**src/rtl/core_ctrl_pkg.sv**
```systemverilog
// core_ctrl_pkg: FSM state encoding and inst bus field positions shared by the core_ctrl files.
package core_ctrl_pkg;

  typedef enum logic [2:0] {
    ST_IDLE,
    ST_QWR,
    ST_KWR,
    ST_KLOAD,
    ST_KFLUSH,
    ST_EXEC,
    ST_DRAIN,
    ST_RDOUT
  } state_e;

  localparam int INST_W     = 17;
  localparam int ADDR_W     = 4;
  localparam int OFIFO_RD   = 16;
  localparam int QK_ADD_LSB = 12;
  localparam int P_ADD_LSB  = 8;
  localparam int EXEC       = 7;
  localparam int KLOAD      = 6;
  localparam int Q_RD       = 5;
  localparam int Q_WR       = 4;
  localparam int K_RD       = 3;
  localparam int K_WR       = 2;
  localparam int P_RD       = 1;
  localparam int P_WR       = 0;

  function automatic int max2(input int a, input int b);
    return (a > b) ? a : b;
  endfunction

endpackage

```
**src/rtl/core_ctrl_phase_cnt.sv**
```systemverilog
// core_ctrl_phase_cnt: loadable up-counter with a terminal-count flag, shared by all
// address and wait phases of core_ctrl.
module core_ctrl_phase_cnt #(
  parameter int W = 5
) (
  input  logic         clk,
  input  logic         rst_n,
  input  logic         load_i,
  input  logic [W-1:0] load_val_i,
  input  logic         en_i,
  input  logic [W-1:0] term_i,
  output logic [W-1:0] cnt_o,
  output logic         tc_o
);

  logic [W-1:0] cnt_q, cnt_d;

  always_comb begin
    cnt_d = cnt_q;
    if (load_i) begin
      cnt_d = load_val_i;
    end else if (en_i) begin
      cnt_d = cnt_q + W'(1);
    end
  end

  always_ff @(posedge clk or negedge rst_n) begin
    if (!rst_n) begin
      cnt_q <= '0;
    end else begin
      cnt_q <= cnt_d;
    end
  end

  assign cnt_o = cnt_q;
  assign tc_o  = (cnt_q == term_i);

endmodule

```
**src/rtl/core_ctrl.sv**
```systemverilog
// core_ctrl: one-job-per-start sequencer driving the core inst bus (Q/K write, kernel load,
// execute, OFIFO drain). Define CORE_CTRL_PERF_EN to add the perf_cyc start-to-done counter.
module core_ctrl
  import core_ctrl_pkg::*;
#(
  parameter int COL        = 8,
  parameter int MAX_Q      = 16,
  parameter int KFLUSH_CYC = 10,
  parameter int DRAIN_CYC  = 24
) (
  input  logic              clk,
  input  logic              reset,
  input  logic              start,
  input  logic [ADDR_W-1:0] num_q,
  input  logic              in_valid,
  output logic              in_ready,
  output logic [INST_W-1:0] inst,
  output logic              busy,
  output logic              done
`ifdef CORE_CTRL_PERF_EN
  ,
  output logic [15:0]       perf_cyc
`endif
);

  // Wait phases and the RDOUT tail (n+2) need more range than the 4-bit addresses.
  localparam int CNT_W = $clog2(max2(max2(DRAIN_CYC, KFLUSH_CYC), max2(MAX_Q + 1, COL)) + 1);

  if (COL < 1 || COL > MAX_Q || MAX_Q > (1 << ADDR_W)) begin : g_param_chk
    $error("core_ctrl: COL must be 1..MAX_Q and MAX_Q must fit the 4-bit address");
  end

  state_e            state_q, state_d;
  logic [ADDR_W-1:0] n_q, n_d;
  logic              cnt_load, cnt_en, cnt_tc;
  logic [CNT_W-1:0]  cnt_term, cnt_val;
  logic [INST_W-1:0] inst_q, inst_d;
  logic              done_q, done_d;
  logic              kload_dly_q, exec_dly_q, pwr_dly_q;
  logic [ADDR_W-1:0] padd_q;
  logic              rd_issue;

  core_ctrl_phase_cnt #(.W(CNT_W)) u_cnt (
    .clk        (clk),
    .rst_n      (reset),
    .load_i     (cnt_load),
    .load_val_i ('0),
    .en_i       (cnt_en),
    .term_i     (cnt_term),
    .cnt_o      (cnt_val),
    .tc_o       (cnt_tc)
  );

  always_ff @(posedge clk or negedge reset) begin
    if (!reset) begin
      state_q <= ST_IDLE;
      n_q     <= '0;
    end else begin
      state_q <= state_d;
      n_q     <= n_d;
    end
  end

  // Wait states run one cycle past their idle count so the delayed kload/exec tail is not counted.
  always_comb begin
    state_d  = state_q;
    n_d      = n_q;
    cnt_load = 1'b0;
    cnt_en   = 1'b0;
    cnt_term = '0;
    case (state_q)
      ST_IDLE: begin
        cnt_load = 1'b1;
        if (start) begin
          n_d     = num_q;
          state_d = ST_QWR;
        end
      end
      ST_QWR, ST_KWR: begin
        cnt_term = (state_q == ST_QWR) ? CNT_W'(n_q) : CNT_W'(COL - 1);
        if (in_valid) begin
          cnt_en = 1'b1;
          if (cnt_tc) begin
            cnt_load = 1'b1;
            state_d  = (state_q == ST_QWR) ? ST_KWR : ST_KLOAD;
          end
        end
      end
      ST_KLOAD, ST_KFLUSH, ST_EXEC, ST_DRAIN, ST_RDOUT: begin
        cnt_en = 1'b1;
        case (state_q)
          ST_KLOAD:  cnt_term = CNT_W'(COL - 1);
          ST_KFLUSH: cnt_term = CNT_W'(KFLUSH_CYC);
          ST_EXEC:   cnt_term = CNT_W'(n_q);
          ST_DRAIN:  cnt_term = CNT_W'(DRAIN_CYC);
          default:   cnt_term = CNT_W'(n_q) + CNT_W'(2);
        endcase
        if (cnt_tc) begin
          cnt_load = 1'b1;
          case (state_q)
            ST_KLOAD:  state_d = ST_KFLUSH;
            ST_KFLUSH: state_d = ST_EXEC;
            ST_EXEC:   state_d = ST_DRAIN;
            ST_DRAIN:  state_d = ST_RDOUT;
            default:   state_d = ST_IDLE;
          endcase
        end
      end
      default: state_d = ST_IDLE;
    endcase
  end

  assign rd_issue = (state_q == ST_RDOUT) && (cnt_val <= CNT_W'(n_q));

  always_comb begin
    inst_d        = '0;
    done_d        = 1'b0;
    inst_d[KLOAD] = kload_dly_q;
    inst_d[EXEC]  = exec_dly_q;
    if (pwr_dly_q) begin
      inst_d[P_WR]                  = 1'b1;
      inst_d[P_ADD_LSB +: ADDR_W]   = padd_q;
    end
    case (state_q)
      ST_QWR, ST_KWR: begin
        if (in_valid) begin
          inst_d[(state_q == ST_QWR) ? Q_WR : K_WR] = 1'b1;
          inst_d[QK_ADD_LSB +: ADDR_W]              = cnt_val[ADDR_W-1:0];
        end
      end
      ST_KLOAD, ST_EXEC: begin
        inst_d[(state_q == ST_KLOAD) ? K_RD : Q_RD] = 1'b1;
        inst_d[QK_ADD_LSB +: ADDR_W]                = cnt_val[ADDR_W-1:0];
      end
      ST_RDOUT: begin
        inst_d[OFIFO_RD] = rd_issue;
        done_d           = cnt_tc;
      end
      default: ;
    endcase
  end

  // Registered inst plus the one-cycle SRAM/OFIFO latency stages for kload, exec and p_wr.
  always_ff @(posedge clk or negedge reset) begin
    if (!reset) begin
      inst_q      <= '0;
      done_q      <= 1'b0;
      kload_dly_q <= 1'b0;
      exec_dly_q  <= 1'b0;
      pwr_dly_q   <= 1'b0;
      padd_q      <= '0;
    end else begin
      inst_q      <= inst_d;
      done_q      <= done_d;
      kload_dly_q <= (state_q == ST_KLOAD);
      exec_dly_q  <= (state_q == ST_EXEC);
      pwr_dly_q   <= rd_issue;
      padd_q      <= cnt_val[ADDR_W-1:0];
    end
  end

  assign in_ready = (state_q == ST_QWR) || (state_q == ST_KWR);
  assign busy     = (state_q != ST_IDLE);
  assign inst     = inst_q;
  assign done     = done_q;

`ifdef CORE_CTRL_PERF_EN
  logic [15:0] perf_q, perf_d;

  // Counts from the accept edge, so the value seen with done equals the start-to-done distance.
  always_comb begin
    perf_d = perf_q;
    if (state_q == ST_IDLE) begin
      if (start) perf_d = 16'd1;
    end else if (perf_q != 16'hFFFF) begin
      perf_d = perf_q + 16'd1;
    end
  end

  always_ff @(posedge clk or negedge reset) begin
    if (!reset) begin
      perf_q <= '0;
    end else begin
      perf_q <= perf_d;
    end
  end

  assign perf_cyc = perf_q;
`endif

endmodule

```
**config.mk**
```make
export PLATFORM = sky130hd
export DESIGN_NAME = core_ctrl
export DESIGN_NICKNAME = d
export VERILOG_FILES = /design/src/rtl/core_ctrl_pkg.sv /design/src/rtl/core_ctrl_phase_cnt.sv /design/src/rtl/core_ctrl.sv
export SDC_FILE = /design/constraint.sdc
export NUM_CORES = 1
export LEC_CHECK = 0
export CORE_MARGIN = 2
export CORE_UTILIZATION = 52
export DETAILED_ROUTE_END_ITERATION = 8
export PLACE_DENSITY_LB_ADDON = 0.3
export SLEW_MARGIN = 40
export SYNTH_ARGS = -nofsm -noshare
export SYNTH_HDL_FRONTEND = slang
export SYNTH_SLANG_ARGS = --single-unit
```
**constraint.sdc**
```tcl
create_clock -name clk -period 2.8 [get_ports clk]
set_input_delay 0.42 -clock clk [delete_from_list [all_inputs] [get_ports clk]]
set_output_delay 0.42 -clock clk [all_outputs]
set_load 0.01 [all_outputs]
```
Yosys cells after proc, flatten, opt, wreduce, memory -nomap -nowiden
Cells that the tools add are included.
{"block": "classes", "add_sub_neg": 2, "n_mul": 0, "n_div": 0, "order_cmp": 5, "n_eq_ne": 12, "n_shift": 0, "muxes": 29, "bitwise": 2, "reduce_logical": 12}
{"op": "bitwise OR 12 x 17 -> 17 bit", "count": 2}
{"op": "one-hot mux 16 bit (2 select lines)", "count": 1}
{"op": "one-hot mux 5 bit (4 select lines)", "count": 1}
{"op": "two-way mux 3 bit", "count": 6}
{"op": "two-way mux 17 bit", "count": 1}
{"op": "equality test 3 bit (second input constant)", "count": 4}
{"op": "< comparator 3 x 6 -> 1 bit (second input constant)", "count": 2}
{"op": "one-hot mux 3 bit (4 select lines)", "count": 1}
{"op": "demux 1 bit (select 5 bit)", "count": 2}
{"op": "two-way mux 5 bit", "count": 2}
{"op": "one-hot mux 5 bit (2 select lines)", "count": 1}
{"op": "one-hot mux 3 bit (3 select lines)", "count": 1}
{"op": "two-way mux 1 bit", "count": 8}
{"op": "two-way mux 4 bit", "count": 2}
{"op": "inequality test 2 bit (second input constant)", "count": 4}
{"op": "equality test 3 x 2 -> 1 bit (second input constant)", "count": 2}
{"op": "greater-or-equal comparator 3 x 1 -> 1 bit (second input constant)", "count": 2}
{"op": "one-hot mux 1 bit (3 select lines)", "count": 2}
{"op": "adder 4 x 2 -> 5 bit (second input constant)", "count": 1}
{"op": "adder 5 x 1 -> 5 bit (second input constant)", "count": 1}
{"op": "equality test 5 bit", "count": 1}
{"op": "<= comparator 5 x 4 -> 1 bit", "count": 1}
{"op": "OR reduction 5 bit", "count": 1}
{"op": "AND reduction 4 bit", "count": 1}
{"op": "other kinds (9)", "count": 12}
{"block": "word_totals", "ff_bits": 37, "latchBits": 0, "mem_bits_rw": 0, "rom_bits": 0, "input_bits": 8, "out_inout_bits": 20, "wordCells": 71, "memories": 0}

Depth between registers and ports, before layout
Gate-level depths: netlist of run 1.
{"block": "logic_depth", "depth_word": 9, "ltp_mapped": 8, "ltp_nobuf": 8}

By module
Synthesis of run 1 repeated with hierarchy kept, for this count alone.
{"block": "unflattened", "hier_cells": 153, "hier_area_um2": 1639.1}
{"module": "core_ctrl", "instances": 1, "cells_per_inst": 122, "area_per_inst_um2": 1336.3, "seq_area_each_um2": 750.7}
{"module": "core_ctrl_phase_cnt", "instances": 1, "cells_per_inst": 31, "area_per_inst_um2": 302.8, "seq_area_each_um2": 125.1}

Worst setup path after synthesis of run 1
OpenSTA, ideal clock, no wires.
{"block": "synth_timing", "path_type": "register to register", "from": "register n_q[1]", "to": "register state_q[1]", "setup_time_ns": 0.125, "arrival_time_ns": 1.963, "required_time_ns": 2.675, "slack_ns": 0.712, "stages_incl_launch_ff": 8, "path_buffers": 0, "period_less_slack_ns": 2.088, "cell_sequence": "dfrtp_1 -> ha_1 -> mux2_1 -> a32oi_1 -> o2111a_2 -> o2111ai_4 -> nor2_4 -> mux2_4"}
{"block": "synth_between", "elab_chain_len": 6, "word_cells_on_any_way": 8, "classes_between": "add/sub: 1; eq/ne: 3; mux: 3; reduce/logical: 1"}
{"element": "start: declaration", "line": "core_ctrl.sv:34", "text": "logic [ADDR_W-1:0] n_q, n_d;"}
{"element": "start signal: assignment", "line": "core_ctrl.sv:60", "text": "n_q <= n_d;"}
{"element": "adder 4 x 2 -> 5 bit", "line": "core_ctrl.sv:96", "text": "default: cnt_term = CNT_W'(n_q) + CNT_W'(2);"}
{"element": "one-hot mux 5 bit (4 select lines)", "line": "core_ctrl.sv:91", "text": "case (state_q)"}
{"element": "one-hot mux 5 bit (2 select lines) (*)", "line": "core_ctrl.sv:71", "text": "case (state_q)"}
{"element": "equality test 5 bit (*)", "line": "core_ctrl_phase_cnt.sv:36", "text": "assign tc_o = (cnt_q == term_i);"}
{"element": "inequality test 2 bit (no source line)"}
{"element": "AND reduction 4 bit (no source line) (*)"}
{"element": "end signal: assignment", "line": "core_ctrl.sv:59", "text": "state_q <= state_d;"}
{"element": "end: declaration", "line": "core_ctrl.sv:33", "text": "state_e state_q, state_d;"}
Mark *: on every way between the ends. The rest lies on a longest branch, timed or not.
A chain may end at the register's enable or synchronous reset.

Worst setup path after layout of run 1
{"block": "layout_timing", "from": "register state_q[1]", "to": "output port in_ready"}
{"block": "layout_between", "elab_chain_len": 2, "word_cells_on_any_way": 3, "classes_between": "eq/ne: 2; reduce/logical: 1"}
{"element": "equality test 3 x 1 -> 1 bit or equality test 3 x 2 -> 1 bit (tied branches)", "line": "core_ctrl.sv:162", "text": "assign in_ready = (state_q == ST_QWR) || (state_q == ST_KWR);"}
{"element": "logical OR 1 bit (*)", "line": "core_ctrl.sv:162"}
{"element": "end: declaration", "line": "core_ctrl.sv:16", "text": "output logic in_ready,"}
Marks and branches as above.

==> run summary, run 1 <==
Status - completed
Non-filler instance count after layout - 229
Avg Cell Area, Syn - 10.8 um2
Setup Skew - 8.62 ps
Final GP Congestion - 0.863
Dpl hpwl - 2340 um
# rows - 20
Fill cell count - 265
Worst-Margin Slew - 585 ps
Critical Path Sink Type - output port
Pre-antenna DRT Iters - 4
Period utilization - 88.9%
Final WL - 3190 um
Clock tree buffer depth - 2
CTS tree - built
First-pass GRT wire length - 5340 um
Synth Instances - 158
Core area - 0.00310 mm2
Post-Route Setup TNS - 0 ps
CTS buffer count - 5
Initial drt markers - 43
Hold EP - inst[7]
Hold path cells - 0
Worst-path clk slew - 110 ps
Nets - 198
Post-synth EDFFs - 0
IO Pins - 28
R2r setup slk - 520 ps
Synth Cell Area - 0.00171 mm2
Tmin final - 2490 ps
Max_slew headroom - 61.0%
Setup Crit Path Kind - reg -> out
FF-to-FF Start - n_q[1]
VDD IR max - 0.584 mV
FF-to-FF End - state_q[1]
Area growth syn-to-layout - 20.9%
F_max - 0.402 GHz
Ys async rst share - 100%
Place WS - 513 ps
Clock sink count - 35
Final setup vio count - 0
CP startpoint kind - flip-flop
CP arrival - 2070 ps
Global Route Usage Sum - 20.1%
Vias per std cell - 5.35
Largest net degree at the start of global routing - 36
DRC Markers - 0
Lkg Pwr - 0.903 nW
Max-cap violations - 0
Dpl cells - 221
Hold_sp - exec_dly_q
# port buffers - 26
Top FF cell, synth - dfrtp_1
Ratio of cells with drive above 1 in the final layout - 12.4%
Post-cts sizing count - 0
CTS Hold Bufs - 0
Hold Crit Class - reg -> reg
Yosys warnings - 0
Die width - 61.4 um
Max H-tree Level - 2
Congestion Overflow GR - 0
Ant. Diodes - 0
R2R depth - 7
Flip-flop and latch count after synthesis - 35
Wirelength per Cell - 13.9 um
Pwr dens - 1140 mW/mm2
Root Driver - clkbuf_4
Final hold vios - 0
Vias in the first global route - 1,181
Final setup margin - 310 ps
Max-slew violations - 0
WP data required - 2380 ps
Die Ht - 61.4 um
Full die area - 0.00376 mm2
Post-synth cell types - 45
Post-CTS Setup Bufs - 0
Vias - 1,226
RSZ-0062 raised after global routing - false
Initial Util - 55.1%
Worst-Skew Late Latency - 340 ps
Initial antenna violation count - 0
Synthesized net count - 172
Antenna-violating nets left - 0
Sequential share of the synthesized area - 51.2%
Largest fanout on the critical path - 11
cells in the mapped netlist, types with 2 or more instances:
cell | n | share of area, %
buf_4 | 4 | 1.8
nand2_1 | 8 | 1.8
nor2_1 | 12 | 2.6
nor2b_1 | 2 | 0.73
and2_1 | 8 | 2.9
nand2b_1 | 5 | 1.8
nor3_1 | 11 | 3.2
o21ai_0 | 6 | 1.8
dfrtp_1 | 35 | 51
nand3b_1 | 2 | 0.88
ha_1 | 6 | 4.4
xnor2_1 | 6 | 3.1
inv_1 | 9 | 2.0
a21oi_1 | 4 | 1.2
nand3_1 | 3 | 0.88
a211oi_1 | 3 | 1.3
a32o_1 | 2 | 1.2
nor2_2 | 2 | 0.73
clkbuf_1 | 4 | 0.88
worst max-delay path, cell delays in order, from the launching register on:
cell             delay [ps]
dfrtp_1                 610
buf_4                   270
xnor2_1                 110
nor2_1                  180
clkdlybuf4s50_1         560
placed cells by master, fill, tap and decap left out, drive strengths merged, types with 4 or more instances in the layout:
| cell | instances |
|---|---|
| a21oi | 5 |
| o21ai | 6 |
| nor2 | 15 |
| a211oi | 4 |
| nor3 | 12 |
| clkdlybuf4s50 | 26 |
| ha | 6 |
| dfrtp | 35 |
| clkbuf | 5 |
| xnor2 | 6 |
| nand2 | 8 |
| nand2b | 5 |
| inv | 9 |
| and2 | 8 |
cells by family (layout without fill, tap and decap cells):
logic type | count (synthesis) | count (layout) | synth area share [%]
xor gates and xnor gates | 7 | 7 | 3.58
DFF | 35 | 35 | 51.2
adders and majority gates | 6 | 6 | 4.39
buffers and inverters | 19 | 46 | 5.56
other | 1 | 1 | 0.219
and+or+nand+nor | 60 | 60 | 19.5
AOI/OAI and AO/OA | 26 | 26 | 12.8
muxes | 4 | 4 | 2.78
how the worst max path moves through the flow:
| stage | from | end | cells past startpoint |
|---|---|---|---|
| final | state_q[1] | in_ready | 4 |
| after global routing | state_q[1] | in_ready | 4 |
| after CTS | state_q[1] | in_ready | 4 |
| after detailed placement | n_q[1] | state_q[1] | 7 |
| after global placement | n_q[1] | state_q[1] | 7 |
| after floorplan | n_q[1] | state_q[1] | 7 |
through the flow:
step	utilization, %	instance area, um2	total power, mW	hold slack [ps]
after floorplan	-	1710	1.68	124
after global placement	64.0	1990	1.97	332
after detailed placement	64.0	1990	2.02	335
after CTS	66.7	2070	2.38	351
after global routing	66.7	2070	2.55	359
final	66.7	2070	2.36	347
report_power, final:
part | switching [mW] | leakage (nW) | total, mW | internal [mW]
logic | 0.577 | 0.396 | 1.13 | 0.555
clock network | 0.170 | 0.0452 | 0.357 | 0.188
registers | 0.201 | 0.462 | 0.874 | 0.673
total | 0.947 | 0.903 | 2.36 | 1.42
sequential cells by signal, summed over array words and instances (netlist names):
signal	cells
padd_q	4
inst	15
n_q	4
kload_dly_q	1
done	1
u_cnt.cnt_o	5
state_q	3
pwr_dly_q	1
exec_dly_q	1
area by class of cell:
type                       count  area [um2]  share of cell area [%]
clock buffer                   5        37.5                    1.81
clock inverter                 3        43.8                    2.12
inverter                       9        33.8                    1.63
multi-input combinational    104         739                    35.8
sequential                    35         876                    42.3
tap                           44        55.1                    2.66
timing repair buffer          29         283                    13.7
layer usage:
metal,GRT usage (%),vias up,part of all wire (%)
li1,-,598,-
met1,26.4,573,45
met2,32.1,50,48
met3,5.88,5,6.5
met4,6.99,0,1.3
met5,0,-,0
(Power assumes the default switching activity.)
==> run 2: changes to the inputs <==
CAP_MARGIN = 25   (was unset)
PLACE_DENSITY = 0.89   (was unset)
PLACE_DENSITY_LB_ADDON = unset   (was 0.3)
==> run 2 against run 1 <==
Net effect:
- first-iteration DRC count is 26% higher
- power grew 0.77%
- global-route usage rose by 1.5 points
- highest routed layer unchanged
==> run summary, run 2 (synthesis gave the netlist of run 1 again) <==
CP startpoint kind - flip-flop
Initial antenna violation count - 0
Commonest non-fill, non-tap cell in the layout - dfrtp_1
Worst-path clk slew - 110 ps
Comb power frac - 46.3%
Dpl hpwl - 2410 um
Largest net degree at the start of global routing - 36
RSZ-0062 raised after global routing - false
Buf/Inv on CP - 3
# rows - 20
Status - completed
Register share of total power - 37.8%
Crit path launch - state_q[1]
R2r setup slk - 470 ps
Period utilization - 87.0%
Root Driver - clkbuf_4
Area of the multi-input gates - 739 um2
Congestion Overflow GR - 0
Total power - 2.38 mW
R2R depth - 7
NetSw - 0.949 mW
Fill cell count - 260
Max_slew headroom - 58.7%
Cell area after layout - 0.00207 mm2
Lkg Pwr - 0.901 nW
Vias - 1,254
F_max - 0.411 GHz
M1 WL - 1370 um
First-pass GRT wire length - 5820 um
CP Capture Point - busy
Max H-tree Level - 2
CTS tree - built
Post-Route Setup TNS - 0 ps
Most frequent cells in the layout - dfrtp_1 (35), clkdlybuf4s50_1 (26), nor2_1 (12)
P_int - 1.43 mW
Vias in the first global route - 1,268
Max-slew violations - 0
FF-to-FF Start - n_q[1]
Dpl cells - 220
# port buffers - 26
Wirelength per Cell - 14.6 um
Antenna-violating nets left - 0
Post-cts sizing count - 0
DR WL met3 - 179 um
CTS Hold Bufs - 0
Number of flip-flops in the largest register - 15
Pwr dens - 1150 mW/mm2
Top cell family by delay on the critical path - buffers and inverters
Util after Layout - 66.6%
Final setup margin - 364 ps
Setup Skew - 4.96 ps
Global Route Usage Sum - 21.6%
VDD IR max - 0.520 mV
Full die area - 0.00376 mm2
Clock Power Share - 15.9%
Final setup vio count - 0
Sequential cell area - 876 um2
Slowest-stage cell, CP - dfrtp_1
Pre-antenna DRT Iters - 4
Area after DPL - 0.00198 mm2
Critical Path Sink Type - output port
Setup Crit Path Kind - reg -> out
Ratio of cells with drive above 1 in the final layout - 12.0%
Place WS - 556 ps
Final GP Congestion - 0.837
CP arrival - 2020 ps
Final WL - 3320 um
CP Depth - 4
Vias per std cell - 5.50
Area growth syn-to-layout - 20.8%
Worst-Skew Late Latency - 330 ps
CP cell instances - buf_4, nor3_4, inv_1, clkdlybuf4s50_1
Hold Slack - 365 ps
Clock sink count - 35
Die width - 61.4 um
Routed met2 length - 1690 um
Largest fanout on the critical path - 16
WP data required - 2380 ps
CTS buffer count - 5
IO Pins - 28
DRC Markers - 0
Clock tree buffer depth - 2
FF-to-FF End - state_q[1]
Max-cap violations - 0
Uppermost layer routed - met4
Tmin final - 2440 ps
Nets - 197
Initial Util - 55.1%
Switching share of power - 39.9%
Hold Crit Class - reg -> reg
Non-filler instance count after layout - 228
Final hold vios - 0
Core area - 0.00310 mm2
Worst path max stage delay - 580 ps
Post-CTS Setup Bufs - 0
Initial drt markers - 54
Worst-Margin Slew - 619 ps
Ant. Diodes - 0
Die Ht - 61.4 um
## run 2: power groups by stage
stage | clock [mW] | combinational [mW] | sequential [mW]
final | 0.378 | 1.10 | 0.901
after global routing | 0.408 | 1.23 | 0.935
after CTS | 0.386 | 1.11 | 0.898
after detailed placement | 0 | 1.10 | 0.908
after global placement | 0 | 1.05 | 0.893
after floorplan | 0 | 0.861 | 0.816
## run 2: cell type report
class	instances	area share (%)
Inverter	9	1.64
Sequential cell	35	42.4
Clock inverter	2	1.70
Multi-Input combinational cell	104	35.8
Clock buffer	6	2.48
Timing Repair Buffer	28	13.3
Tap cell	44	2.67
## run 2: layer usage
metal | vias to the layer above | track usage (%)
li1 | 595 | -
met1 | 608 | 26.6
met2 | 42 | 35.6
met3 | 9 | 5.67
met4 | 0 | 10.3
met5 | - | 0
## run 2: worst register-to-register path: cells and delay by family (launching register included)
kind,cells,cell delay (ps)
AO/OA/AOI/OAI,3,690
adder cells (fa/ha/maj),1,330
flip-flops,1,440
multiplexers,2,640
AND/OR/NAND/NOR,1,140
## run 2: worst min path at each step
| stage | startpoint | to | cells after the start |
|---|---|---|---|
| 4_1_cts | kload_dly_q | inst[6] | 0 |
| 3_3_place_gp | exec_dly_q | inst[7] | 0 |
| 3_5_place_dp | kload_dly_q | inst[6] | 0 |
| 2_1_floorplan | reset | done | 0 |
| 5_1_grt | kload_dly_q | inst[6] | 0 |
| 6_report | exec_dly_q | inst[7] | 0 |
